<file path="src/rtl/xbus_uart.sv">
// Memory-mapped 8N1 UART responder on the xbus: TX FIFO + serializer, RX deserializer + FIFO,
// programmable baud divisor and a registered level interrupt. Read data is combinational.
module xbus_uart #(
  parameter logic [31:0] BASE_ADDR  = 32'h1000_0000,
  parameter int unsigned FIFO_DEPTH = 4,
  parameter logic [15:0] DIV_RST    = 16'd868
) (
  input  logic        clk,
  input  logic        rst,
  input  logic        xbus_as_i,
  input  logic        xbus_we_i,
  input  logic [3:0]  xbus_be_i,
  input  logic [31:0] xbus_addr_i,
  input  logic [31:0] xbus_wdata_i,
  output logic [31:0] xbus_rdata_o,
  output logic        uart_tx_o,
  input  logic        uart_rx_i,
  output logic        irq_o
);
  localparam int unsigned AW = $clog2(FIFO_DEPTH);

  typedef enum logic [1:0] {StIdle, StStart, StData, StStop} state_e;

  logic       sel, wr;
  logic [1:0] idx;
  assign sel = xbus_as_i & (xbus_addr_i[31:4] == BASE_ADDR[31:4]);
  assign wr  = sel & xbus_we_i & (xbus_be_i != 4'b0);
  assign idx = xbus_addr_i[3:2];

  logic [15:0] baud_q, baud_d, baud_new;
  logic        ie_rx_q, ie_rx_d, ie_tx_q, ie_tx_d;
  logic        tx_ovf_q, tx_ovf_d, rx_ovf_q, rx_ovf_d, frm_err_q, frm_err_d;
  logic        irq_q, irq_d;
  logic        rx_s1_q, rx_s2_q, rx_prev_q;

  // TX FIFO
  logic [7:0]  tx_mem_q [FIFO_DEPTH];
  logic [AW:0] tx_wp_q, tx_rp_q;
  logic        tx_empty, tx_full, tx_push_req, tx_push, tx_pop, tx_busy;
  assign tx_empty    = tx_wp_q == tx_rp_q;
  assign tx_full     = (tx_wp_q[AW] != tx_rp_q[AW]) && (tx_wp_q[AW-1:0] == tx_rp_q[AW-1:0]);
  assign tx_push_req = wr & (idx == 2'd0) & xbus_be_i[0];
  assign tx_push     = tx_push_req & (~tx_full | tx_pop);

  always_ff @(posedge clk) begin
    if (rst) begin
      tx_wp_q <= '0;
      tx_rp_q <= '0;
    end else begin
      if (tx_push) tx_wp_q <= tx_wp_q + 1'b1;
      if (tx_pop)  tx_rp_q <= tx_rp_q + 1'b1;
    end
  end

  always_ff @(posedge clk) begin
    if (tx_push) tx_mem_q[tx_wp_q[AW-1:0]] <= xbus_wdata_i[7:0];
  end

  // TX FSM
  state_e      tx_state_q, tx_state_d;
  logic [15:0] tx_div_q, tx_div_d, tx_cnt_q, tx_cnt_d;
  logic [2:0]  tx_bit_q, tx_bit_d;
  logic [7:0]  tx_sh_q, tx_sh_d;
  logic        tx_last;
  assign tx_last = tx_cnt_q == tx_div_q - 16'd1;
  assign tx_busy = (tx_state_q != StIdle) | ~tx_empty;

  always_ff @(posedge clk) begin
    if (rst) begin
      tx_state_q <= StIdle;
      tx_div_q   <= DIV_RST;
      tx_cnt_q   <= '0;
      tx_bit_q   <= '0;
      tx_sh_q    <= '0;
    end else begin
      tx_state_q <= tx_state_d;
      tx_div_q   <= tx_div_d;
      tx_cnt_q   <= tx_cnt_d;
      tx_bit_q   <= tx_bit_d;
      tx_sh_q    <= tx_sh_d;
    end
  end

  always_comb begin
    tx_state_d = tx_state_q;
    tx_div_d   = tx_div_q;
    tx_cnt_d   = tx_cnt_q + 16'd1;
    tx_bit_d   = tx_bit_q;
    tx_sh_d    = tx_sh_q;
    unique case (tx_state_q)
      StIdle: begin
        tx_cnt_d = '0;
        if (!tx_empty) begin
          tx_state_d = StStart;
          tx_div_d   = baud_q;
          tx_sh_d    = tx_mem_q[tx_rp_q[AW-1:0]];
        end
      end
      StStart: if (tx_last) begin
        tx_state_d = StData;
        tx_cnt_d   = '0;
        tx_bit_d   = '0;
      end
      StData: if (tx_last) begin
        tx_cnt_d = '0;
        tx_sh_d  = {1'b0, tx_sh_q[7:1]};
        tx_bit_d = tx_bit_q + 3'd1;
        if (tx_bit_q == 3'd7) tx_state_d = StStop;
      end
      StStop: if (tx_last) begin
        tx_state_d = StIdle;
        tx_cnt_d   = '0;
      end
      default: tx_state_d = StIdle;
    endcase
  end

  always_comb begin
    uart_tx_o = 1'b1;
    tx_pop    = 1'b0;
    unique case (tx_state_q)
      StIdle:  tx_pop    = ~tx_empty;
      StStart: uart_tx_o = 1'b0;
      StData:  uart_tx_o = tx_sh_q[0];
      default: ;
    endcase
  end

  // RX FSM
  state_e      rx_state_q, rx_state_d;
  logic [15:0] rx_div_q, rx_div_d, rx_cnt_q, rx_cnt_d;
  logic [2:0]  rx_bit_q, rx_bit_d;
  logic [7:0]  rx_sh_q, rx_sh_d;
  logic        rx_fall, rx_mid, rx_last, rx_done, rx_bad;
  assign rx_fall = rx_prev_q & ~rx_s2_q;
  assign rx_last = rx_cnt_q == rx_div_q - 16'd1;
  assign rx_mid  = rx_cnt_q == (rx_div_q >> 1) - 16'd1;

  always_ff @(posedge clk) begin
    if (rst) begin
      rx_state_q <= StIdle;
      rx_div_q   <= DIV_RST;
      rx_cnt_q   <= '0;
      rx_bit_q   <= '0;
      rx_sh_q    <= '0;
    end else begin
      rx_state_q <= rx_state_d;
      rx_div_q   <= rx_div_d;
      rx_cnt_q   <= rx_cnt_d;
      rx_bit_q   <= rx_bit_d;
      rx_sh_q    <= rx_sh_d;
    end
  end

  always_comb begin
    rx_state_d = rx_state_q;
    rx_div_d   = rx_div_q;
    rx_cnt_d   = rx_cnt_q + 16'd1;
    rx_bit_d   = rx_bit_q;
    rx_sh_d    = rx_sh_q;
    unique case (rx_state_q)
      StIdle: begin
        rx_cnt_d = '0;
        if (rx_fall) begin
          rx_state_d = StStart;
          rx_div_d   = baud_q;
        end
      end
      StStart: if (rx_mid) begin
        rx_cnt_d   = '0;
        rx_bit_d   = '0;
        rx_state_d = rx_s2_q ? StIdle : StData;
      end
      StData: if (rx_last) begin
        rx_cnt_d = '0;
        rx_sh_d  = {rx_s2_q, rx_sh_q[7:1]};
        rx_bit_d = rx_bit_q + 3'd1;
        if (rx_bit_q == 3'd7) rx_state_d = StStop;
      end
      StStop: if (rx_last) rx_state_d = StIdle;
      default: rx_state_d = StIdle;
    endcase
  end

  always_comb begin
    rx_done = 1'b0;
    rx_bad  = 1'b0;
    if (rx_state_q == StStop && rx_last) begin
      rx_done = rx_s2_q;
      rx_bad  = ~rx_s2_q;
    end
  end

  // RX FIFO
  logic [7:0]  rx_mem_q [FIFO_DEPTH];
  logic [AW:0] rx_wp_q, rx_rp_q;
  logic        rx_empty, rx_full, rx_push, rx_pop;
  logic [7:0]  rx_head;
  assign rx_empty = rx_wp_q == rx_rp_q;
  assign rx_full  = (rx_wp_q[AW] != rx_rp_q[AW]) && (rx_wp_q[AW-1:0] == rx_rp_q[AW-1:0]);
  assign rx_pop   = wr & (idx == 2'd1) & ~rx_empty;
  assign rx_push  = rx_done & (~rx_full | rx_pop);
  assign rx_head  = rx_empty ? 8'h00 : rx_mem_q[rx_rp_q[AW-1:0]];

  always_ff @(posedge clk) begin
    if (rst) begin
      rx_wp_q <= '0;
      rx_rp_q <= '0;
    end else begin
      if (rx_push) rx_wp_q <= rx_wp_q + 1'b1;
      if (rx_pop)  rx_rp_q <= rx_rp_q + 1'b1;
    end
  end

  always_ff @(posedge clk) begin
    if (rx_push) rx_mem_q[rx_wp_q[AW-1:0]] <= rx_sh_q;
  end

  // Control registers, sticky flags (set wins over W1C) and interrupt
  logic       w1c, div_wr;
  logic [6:0] status;
  assign w1c    = wr & (idx == 2'd2) & xbus_be_i[0];
  assign div_wr = wr & (idx == 2'd3);
  assign status = {frm_err_q, rx_ovf_q, tx_ovf_q, rx_full, ~rx_empty, tx_busy, tx_full};

  always_comb begin
    baud_new = {xbus_be_i[1] ? xbus_wdata_i[15:8] : baud_q[15:8],
                xbus_be_i[0] ? xbus_wdata_i[7:0]  : baud_q[7:0]};
    baud_d   = baud_q;
    ie_rx_d  = ie_rx_q;
    ie_tx_d  = ie_tx_q;
    if (div_wr && (xbus_be_i[0] || xbus_be_i[1])) baud_d = (baud_new < 16'd4) ? 16'd4 : baud_new;
    if (div_wr && xbus_be_i[2]) {ie_tx_d, ie_rx_d} = xbus_wdata_i[17:16];
    tx_ovf_d  = (tx_push_req & ~tx_push) | (tx_ovf_q & ~(w1c & xbus_wdata_i[4]));
    rx_ovf_d  = (rx_done & ~rx_push) | (rx_ovf_q & ~(w1c & xbus_wdata_i[5]));
    frm_err_d = rx_bad | (frm_err_q & ~(w1c & xbus_wdata_i[6]));
    irq_d     = (ie_rx_q & ~rx_empty) | (ie_tx_q & ~tx_busy);
  end

  always_ff @(posedge clk) begin
    if (rst) begin
      baud_q    <= DIV_RST;
      ie_rx_q   <= 1'b0;
      ie_tx_q   <= 1'b0;
      tx_ovf_q  <= 1'b0;
      rx_ovf_q  <= 1'b0;
      frm_err_q <= 1'b0;
      irq_q     <= 1'b0;
      rx_s1_q   <= 1'b1;
      rx_s2_q   <= 1'b1;
      rx_prev_q <= 1'b1;
    end else begin
      baud_q    <= baud_d;
      ie_rx_q   <= ie_rx_d;
      ie_tx_q   <= ie_tx_d;
      tx_ovf_q  <= tx_ovf_d;
      rx_ovf_q  <= rx_ovf_d;
      frm_err_q <= frm_err_d;
      irq_q     <= irq_d;
      rx_s1_q   <= uart_rx_i;
      rx_s2_q   <= rx_s1_q;
      rx_prev_q <= rx_s2_q;
    end
  end

  assign irq_o = irq_q;

  always_comb begin
    logic [31:0] rdata;
    rdata = '0;
    unique case (idx)
      2'd0: rdata = '0;
      2'd1: rdata = {23'b0, ~rx_empty, rx_head};
      2'd2: rdata = {25'b0, status};
      2'd3: rdata = {14'b0, ie_tx_q, ie_rx_q, baud_q};
      default: rdata = '0;
    endcase
    xbus_rdata_o = (sel & ~xbus_we_i) ? rdata : 32'h0;
  end

endmodule
</file>
<file path="config.mk">
export PLATFORM = sky130hd
export DESIGN_NAME = xbus_uart
export DESIGN_NICKNAME = d
export VERILOG_FILES = /design/src/rtl/xbus_uart.sv
export SDC_FILE = /design/constraint.sdc
export NUM_CORES = 1
export LEC_CHECK = 0
export ABC_CLOCK_PERIOD_IN_PS = 7500
export BUFFER_PORTS_ARGS = -buffer_cell sky130_fd_sc_hd__buf_4
export CAP_MARGIN = 20
export CORE_ASPECT_RATIO = 0.5
export CORE_MARGIN = 8
export CORE_UTILIZATION = 50
export DETAILED_ROUTE_END_ITERATION = 6
export PLACE_DENSITY = 0.68
export SLEW_MARGIN = 20
export SYNTH_ARGS = -nofsm -noshare
export SYNTH_HDL_FRONTEND = slang
export SYNTH_SLANG_ARGS = --single-unit
</file>
<file path="constraint.sdc">
create_clock -name clk -period 7.5 [get_ports clk]
set_input_delay 1.5 -clock clk [delete_from_list [all_inputs] [get_ports clk]]
set_output_delay 1.5 -clock clk [all_outputs]
set_load 0.03 [all_outputs]
</file>
==> results.cfg, run 1 <==
[placement]
portBuffers = 76
dp.final_hpwl_um = 17000
dp_worst_setup_slack_ns = 2.54
place_area_mm2 = 0.0106
dp_cells = 1326
place.gp.congestion = 0.872

[route]
drt_iter0_markers = 483
vias_per_cell = 5.63
drc = 0
dr.pass1.iters = 5
detail-route-antenna-nets = 0
routedWlPerCell_um = 17.3
wirelength_um = 23500
via_count = 7650

[timing]
drv_slew = 0
fin_crit_ns = 4.95
setup_viol = 0
final_hold_viol_count = 0
skew_ns = 0.0114
worst_slack_ns = 2.55
tns_ns = 0
finalCritPeriodShare = 0.659
rsz0062_at_grt = false
worstMarginPinSlew_ns = 1.03
max-slew-margin-rel = 0.315
clock.fmax_mhz = 202

[critical_path]
crit_top_cell = buf_4
required_ns = 6.00
critPathTopFamily = simple AND/OR/NAND/NOR gates
crit_path_start_kind = input port
end_kind = output port
crit_buf_inv = 3
worstPathMaxFanout = 9
max_stage_delay_ns = 0.51
critical-path-slowest-cell = or3_1
worstPathArrival_ns = 3.45
crit_type = in2out
crit_chain = buf_4 -> nor4b_1 -> nand4_1 -> or3_1 -> inv_1 -> and3_1 -> and2_1 -> buf_4

[finish]
area_growth_pct = 11.7
stdcell_area_mm2 = 0.0112
nNetsFinal = 1175
num_antenna_cells = 0
final_cells = 1358
register_area_mm2 = 0.00454
layout-drive-gt1-share = 0.136
n_fill_cell = 1691
multi_input_area_mm2 = 0.00508

[power]
powerDensity_mw_per_mm2 = 206
vdd_drop_max_mv = 0.147
cellLeakagePower_nw = 4.10
p_total_mw = 2.31

[grt]
gr-usage-all-layers = 0.187
met2_usage = 0.304
grt.busiest_layer = met2
grt_pass1_vias = 7231
grt_max_degree = 83
met3_usage = 0.0354
gr-total-overflow = 0
antenna_found_initial = 0
grt_pass1_wl_um = 37800
met1_usage = 0.252

[floorplanning]
start_util = 0.513
dieArea_mm2 = 0.0251
chipWidth_um = 216
num_rows = 36
ios = 107
fp.coreArea_mm2 = 0.0195
die_h_um = 116

[cts]
path_clk_slew_ns = 0.07
clock_latency_ns = 0.45
clock_path_buffers = 2
cts_tree = built
postCtsSetupBuffers = 0
htreeDepth = 4
ctsHoldBuffers = 0
cts-resized-gates = 0
cts_sinks = 195
cts_root_buffer = clkbuf_16
cts_buffers = 17

[synth]
synth-seq-cells = 195
ys.flop_type = dfxtp_1
yosysUniqueCellTypes = 74
synth_top_area_frac = 0.261
yosysMostFrequentCell = dfxtp_1
synth_top_cell_by_area = dfxtp_1
ys_async_sr_fraction = 0
synth_cells = 1050
avgSynthCellArea_um2 = 9.56
synth_area_mm2 = 0.0100
yosysWarnings = 0
synth_area_leaders = dfxtp_1, edfxtp_1, xor2_1
synth-edff-count = 64
synth_commonest_cells = dfxtp_1, nor2_1, nand2_1
yosysSeqAreaShare = 0.453

[hold_path]
min_path_type = reg2reg

[run_status]
outcome = finished clean

[flow_run]
maxCapViolations = 0
[logic make-up after synthesis]
group                      synth area share
AOI/OAI and AO/OA                    0.0945
xor gates and xnor gates             0.0847
adders and majority gates            0.0287
buffers and inverters                0.0466
DFF                                   0.453
muxes                                0.0774
other                              0.000374
and+or+nand+nor                       0.215
[flip-flops by register name (all words and copies together), names as in the netlist, 2 cells and up, named ones only]
name,flops
baud_q,16
rx_bit_q,3
rx_cnt_q,16
rx_div_q,16
rx_mem_q,32
rx_rp_q,3
rx_sh_q,8
rx_wp_q,3
tx_bit_q,3
tx_cnt_q,16
tx_div_q,16
tx_mem_q,32
tx_rp_q,3
tx_sh_q,8
tx_state_q,2
tx_wp_q,3
[metal layers]
layer,vias up,part of all wire
li1,3748,-
met3,30,0.048
met1,3694,0.47
met4,0,0.017
met5,-,0
met2,178,0.47
[worst register-to-register path, delay by kind of cell, from the launching register on]
| family | cells | cell delay, ns |
|---|---|---|
| and+or+nand+nor | 6 | 2.85 |
| buffers and inverters | 1 | 0.11 |
| DFF | 1 | 0.37 |
| adders and majority gates | 1 | 0.26 |
| xor gates and xnor gates | 1 | 0.16 |
[power breakdown]
| group | leakage [nW] | switching, mW | internal (mW) | total, mW |
|---|---|---|---|---|
| Clock | 0.276 | 0.437 | 0.471 | 0.907 |
| Combinational | 2.19 | 0.159 | 0.105 | 0.264 |
| Sequential | 1.64 | 0.0259 | 1.11 | 1.13 |
| Total | 4.10 | 0.621 | 1.68 | 2.31 |
[cell usage in the layout (no fill, tap or decap), types with 12 or more instances in the layout]
master / count
dfxtp_1: 131
mux2i_1: 36
xnor2_1: 45
nand2_1: 105
nor3b_1: 13
mux4_2: 16
and2_1: 22
or4_1: 12
nor2_1: 119
buf_4: 77
nor3_1: 23
clkbuf_16: 17
conb_1: 14
nor4_1: 17
and3_1: 18
inv_1: 25
xor2_1: 52
edfxtp_1: 64
nand4_1: 14
nand3_1: 43
a21oi_1: 57
ha_1: 23
[cell type report]
class,instances,area share
clock inverter,13,0.0126
sequential,195,0.405
inverter,26,0.00871
multi-input combinational,762,0.453
clock buffer,19,0.0386
tap,266,0.0297
timing repair buffer,77,0.0516
[stage by stage]
step,hold slack (ns),util
after floorplan,0.389,-
after CTS,0.422,0.573
after detailed placement,0.405,0.544
after global placement,0.395,0.544
after global routing,0.440,0.573
final,0.419,0.573
[final timing paths]
path	startpoint	endpoint	slack [ns]	cells past startpoint
worst max-delay path	xbus_addr_i[20]	xbus_rdata_o[14]	2.55	8
worst min register to register	rx_s1_q	rx_s2_q	0.42	1
worst min-delay path	rx_s1_q	rx_s2_q	0.42	1
worst max register to register	rx_div_q[1]	rx_mem_q[3][3]	3.38	9
Note: power is estimated with default switching activity, not from simulation.
==> run 2, diff against run 1 <==
--- a/config.mk
+++ b/config.mk
@@ -5,14 +5,14 @@
 export SDC_FILE = /design/constraint.sdc
 export NUM_CORES = 1
 export LEC_CHECK = 0
-export ABC_CLOCK_PERIOD_IN_PS = 7500
+export ABC_CLOCK_PERIOD_IN_PS = 4180
 export BUFFER_PORTS_ARGS = -buffer_cell sky130_fd_sc_hd__buf_4
 export CAP_MARGIN = 20
 export CORE_ASPECT_RATIO = 0.5
 export CORE_MARGIN = 8
 export CORE_UTILIZATION = 50
 export DETAILED_ROUTE_END_ITERATION = 6
-export PLACE_DENSITY = 0.68
+export PLACE_DENSITY = 0.7
 export SLEW_MARGIN = 20
 export SYNTH_ARGS = -nofsm -noshare
 export SYNTH_HDL_FRONTEND = slang
==> constraint.sdc (replaced) <==
create_clock -name clk -period 4.18 [get_ports clk]
set_input_delay 0.836 -clock clk [delete_from_list [all_inputs] [get_ports clk]]
set_output_delay 0.836 -clock clk [all_outputs]
set_load 0.03 [all_outputs]
==> run 2 against run 1 <==
Net effect:
- clock skew grew 0.0015 ns
- core utilization up 0.77 points
- register-to-register slack got worse by 3.0 ns
- sequential share of layout area fell by 0.54 points
- cell count is 0.88% higher
- critical path depth is 1 higher
- die area did not move
- routed wire length increased by 3.0%
- largest cell class unchanged
==> results.cfg, run 2 (synthesis results as in run 1) <==
[run_status]
outcome = finished clean

[floorplanning]
num_rows = 36
ios = 107
die_h_um = 116
start_util = 0.513
dieArea_mm2 = 0.0251
fp.coreArea_mm2 = 0.0195
chipWidth_um = 216

[critical_path]
worstPathMaxFanout = 8
crit_type = reg2reg
rr_startpoint = rx_div_q[0]
rrSetupSlack_ns = 0.38
rr_endpoint = rx_mem_q[2][4]
required_ns = 4.28
worst_r2r_path_depth = 9
crit_path_start_kind = register
worstPathArrival_ns = 3.90
end_kind = register

[placement]
portBuffers = 76
dp_cells = 1338
place.gp.congestion = 0.895
dp.final_hpwl_um = 17100

[finish]
utilization = 0.581
num_antenna_cells = 0
layout-drive-gt1-share = 0.145
n_fill_cell = 1678
most-common-layout-cells = dfxtp_1, nor2_1, nand2_1
final_cells = 1370
area_growth_pct = 13.2
layout_commonest_cell = dfxtp_1
nNetsFinal = 1187

[power]
vdd_drop_max_mv = 0.303
cellLeakagePower_nw = 4.20
powerDensity_mw_per_mm2 = 379
p_total_mw = 4.31

[cts]
postCtsSetupBuffers = 0
cts_sinks = 195
clock_latency_ns = 0.46
clock_path_buffers = 2
cts_buffers = 17
path_clk_slew_ns = 0.07
ctsHoldBuffers = 0
htreeDepth = 4
cts-resized-gates = 0
cts_root_buffer = clkbuf_16
cts_tree = built

[timing]
rsz0062_at_grt = false
fin_crit_ns = 3.80
finalCritPeriodShare = 0.909
clock.fmax_mhz = 263
final_hold_viol_count = 0
tns_ns = 0
max-slew-margin-rel = 0.434
drv_slew = 0
setup_viol = 0
worstMarginPinSlew_ns = 0.848
whs_ns = 0.431
skew_ns = 0.0129

[hold_path]
hold_depth = 1
hold_start = rx_s1_q
hold_path_end = rx_s2_q
min_path_type = reg2reg

[route]
drt_iter0_markers = 667
wirelength_um = 24200
vias_per_cell = 5.69
routedWlPerCell_um = 17.7
drc = 0
via_count = 7798
detail-route-antenna-nets = 0
dr.pass1.iters = 5

[grt]
antenna_found_initial = 0
grt_max_degree = 82
grt_pass1_wl_um = 38700
gr-total-overflow = 0
gr-usage-all-layers = 0.193
grt_pass1_vias = 7485

[flow_run]
maxCapViolations = 0
-- run 2: cell count changes in the layout (fill, tap and decap cells not counted), moves of 2 or more --
| cell | change |
|---|---|
| clkinvlp_4 | -2 |
| bufinv_16 | +3 |
| buf_4 | +12 |
| clkbuf_1 | -2 |
| clkinv_1 | +2 |
| inv_8 | +2 |
| inv_6 | -2 |
-- run 2: critical path: stages (launching register included) --
cell	delay, ns
dfxtp_1	0.37
inv_1	0.10
ha_1	0.24
or4b_1	0.54
nor4_1	0.33
xnor2_1	0.16
nand2_1	0.07
or4_1	0.65
nor4_2	0.49
and2_1	0.49
-- run 2: routing by layer --
layer,vias to the layer above,GRT usage,routed length (µm)
met5,-,0,0
met4,0,0.0816,721
met3,55,0.0414,1160
met2,205,0.314,11100
met1,3768,0.250,11300
li1,3770,-,-
-- run 2: worst max path at each step --
stage	from	to	cells past startpoint
after floorplan	xbus_addr_i[20]	rx_mem_q[0][0]	8
after global placement	xbus_addr_i[24]	rx_mem_q[2][3]	8
after detailed placement	xbus_addr_i[8]	rx_mem_q[2][4]	8
after CTS	rx_div_q[0]	rx_mem_q[2][4]	9
after global routing	rx_div_q[0]	rx_mem_q[0][4]	9
final	rx_div_q[0]	rx_mem_q[2][4]	9
-- run 2: metrics by stage --
stage	cell area (µm²)	worst slack, ns
2_1_floorplan	10100	0.718
3_5_place_dp	10700	0.336
3_3_place_gp	10700	0.442
4_1_cts	11400	0.392
6_report	11400	0.380
5_1_grt	11400	0.168
-- run 2: layout make-up --
type                       instances  area [µm²]  area share
tap                              266         333      0.0293
sequential                       195        4540       0.400
inverter                          26        97.6     0.00859
multi-input combinational        762        5080       0.447
clock buffer                      17         425      0.0375
timing repair buffer              89         668      0.0588
clock inverter                    15         213      0.0187
-- run 2: power breakdown --
part / internal, mW / switching, mW / total [mW]
Sequential: 1.99 / 0.0478 / 2.04
Clock: 1.02 / 0.776 / 1.80
Combinational: 0.191 / 0.285 / 0.476
Total: 3.20 / 1.11 / 4.31
==> run 3, diff against run 2 <==
--- a/config.mk
+++ b/config.mk
@@ -12,7 +12,7 @@
 export CORE_MARGIN = 8
 export CORE_UTILIZATION = 50
 export DETAILED_ROUTE_END_ITERATION = 6
-export PLACE_DENSITY = 0.7
+export PLACE_DENSITY = 0.83
 export SLEW_MARGIN = 20
 export SYNTH_ARGS = -nofsm -noshare
 export SYNTH_HDL_FRONTEND = slang
==> run 3 against run 2 <==
Net effect:
- worst hold slack improved by 0.027 ns
- sequential power about the same
- register-to-register slack improved by 0.08 ns
- clock power decreased by 13%
- critical path depth decreased by 1
- cell count about the same
- critical path type is now in2out
- largest power group unchanged
==> results.cfg, run 3 (synthesis results as in run 1) <==
[finish]
utilization = 0.577
area_growth_pct = 12.3
n_fill_cell = 1588
most-common-layout-cells = dfxtp_1, nor2_1, nand2_1
nNetsFinal = 1186
layout-drive-gt1-share = 0.144
layout_commonest_cell = dfxtp_1
final_cells = 1369
num_antenna_cells = 0

[route]
wirelength_um = 25000
vias_per_cell = 5.91
dr.pass1.iters = 6
detail-route-antenna-nets = 0
routedWlPerCell_um = 18.2
drc = 0
drt_iter0_markers = 729
via_count = 8097

[critical_path]
end_kind = output port
critical-path-slowest-cell = or3_1
crit_path_start_kind = input port
max_stage_delay_ns = 0.55
worstPathArrival_ns = 2.91
required_ns = 3.34
crit_type = in2out
rr_endpoint = rx_mem_q[1][0]
rr_startpoint = rx_div_q[2]
worst-path-stages = 8
worst_r2r_path_depth = 9
worstPathMaxFanout = 9
crit_buf_inv = 3
rrSetupSlack_ns = 0.46
crit_top_cell = buf_4
critPathTopFamily = simple AND/OR/NAND/NOR gates
crit_chain = buf_4 -> nor4_1 -> nand4_1 -> or3_1 -> inv_1 -> and3_1 -> and2_1 -> buf_4

[cts]
cts-resized-gates = 0
cts_tree = built
clock_path_buffers = 2
clock_latency_ns = 0.44
postCtsSetupBuffers = 0
cts_sinks = 195
ctsHoldBuffers = 0
path_clk_slew_ns = 0.07
cts_root_buffer = clkbuf_16
cts_buffers = 17
htreeDepth = 4

[timing]
max-slew-margin-rel = 0.413
whs_ns = 0.458
finalCritPeriodShare = 0.895
worstMarginPinSlew_ns = 0.881
skew_ns = 0.00961
rsz0062_at_grt = false
tns_ns = 0
fin_crit_ns = 3.74
final_hold_viol_count = 0
drv_slew = 0
setup_viol = 0
clock.fmax_mhz = 267

[hold_path]
hold_depth = 1
hold_path_end = rx_s2_q
hold_start = rx_s1_q
min_path_type = reg2reg

[floorplanning]
chipWidth_um = 216
dieArea_mm2 = 0.0251
ios = 107
start_util = 0.513
die_h_um = 116
fp.coreArea_mm2 = 0.0195
num_rows = 36

[placement]
place.gp.congestion = 0.834
portBuffers = 76
dp_cells = 1337
dp.final_hpwl_um = 18000

[grt]
grt_pass1_wl_um = 40700
grt_pass1_vias = 7939
antenna_found_initial = 0
gr-total-overflow = 0
gr-usage-all-layers = 0.199
grt_max_degree = 82

[power]
powerDensity_mw_per_mm2 = 361
cellLeakagePower_nw = 4.16
vdd_drop_max_mv = 0.298
p_total_mw = 4.07

[run_status]
outcome = finished clean

[flow_run]
maxCapViolations = 0
-- run 3: cell types whose count changed in the layout (fill, tap and decap cells not counted), sizes merged --
cell and change:
buf -1, bufinv -4, clkbuf +2, clkinv +2
-- run 3: worst max-delay path by stage --
stage          slack, ns       startpoint               end
2_1_floorplan       0.72  xbus_addr_i[20]    rx_mem_q[0][0]
3_3_place_gp        0.45   xbus_addr_i[8]    rx_mem_q[0][0]
3_5_place_dp        0.34   xbus_addr_i[8]    rx_mem_q[1][1]
4_1_cts             0.40   xbus_addr_i[8]  xbus_rdata_o[13]
5_1_grt             0.13      tx_div_q[0]       tx_cnt_q[3]
6_report            0.44   xbus_addr_i[8]  xbus_rdata_o[13]
-- run 3: cell type report --
| cell class | count | area [µm²] | area share |
|---|---|---|---|
| timing repair buffer | 88 | 661 | 0.0586 |
| sequential | 195 | 4540 | 0.403 |
| clock inverter | 13 | 115 | 0.0102 |
| multi-input combinational | 762 | 5080 | 0.450 |
| inverter | 26 | 97.6 | 0.00866 |
| tap | 266 | 333 | 0.0295 |
| clock buffer | 19 | 443 | 0.0393 |
-- run 3: where the power goes --
part	internal [mW]	switching [mW]
sequential	1.99	0.0505
clock	0.798	0.757
combinational	0.191	0.280
total	2.98	1.09
-- run 3: worst register-to-register path, stage by stage, from the launching register on --
cell and delay [ns]:
dfxtp_1 0.38, inv_1 0.17, ha_1 0.26, nor4b_2 0.50
nand3_1 0.16, xnor2_1 0.26, nand4_1 0.15, or4_1 0.56
nor4_2 0.48, and2_1 0.46
-- run 3: metrics by stage --
stage / cell area, µm² / worst slack, ns
after floorplan: 10100 / 0.718
after global placement: 10700 / 0.447
after detailed placement: 10700 / 0.341
after CTS: 11300 / 0.405
after global routing: 11300 / 0.134
final: 11300 / 0.438
-- run 3: layer usage --
layer,track usage,vias up,wire length (µm)
li1,-,3786,-
met1,0.240,3897,10300
met2,0.347,343,12000
met3,0.0383,71,1650
met4,0.0928,0,935
met5,0,-,0
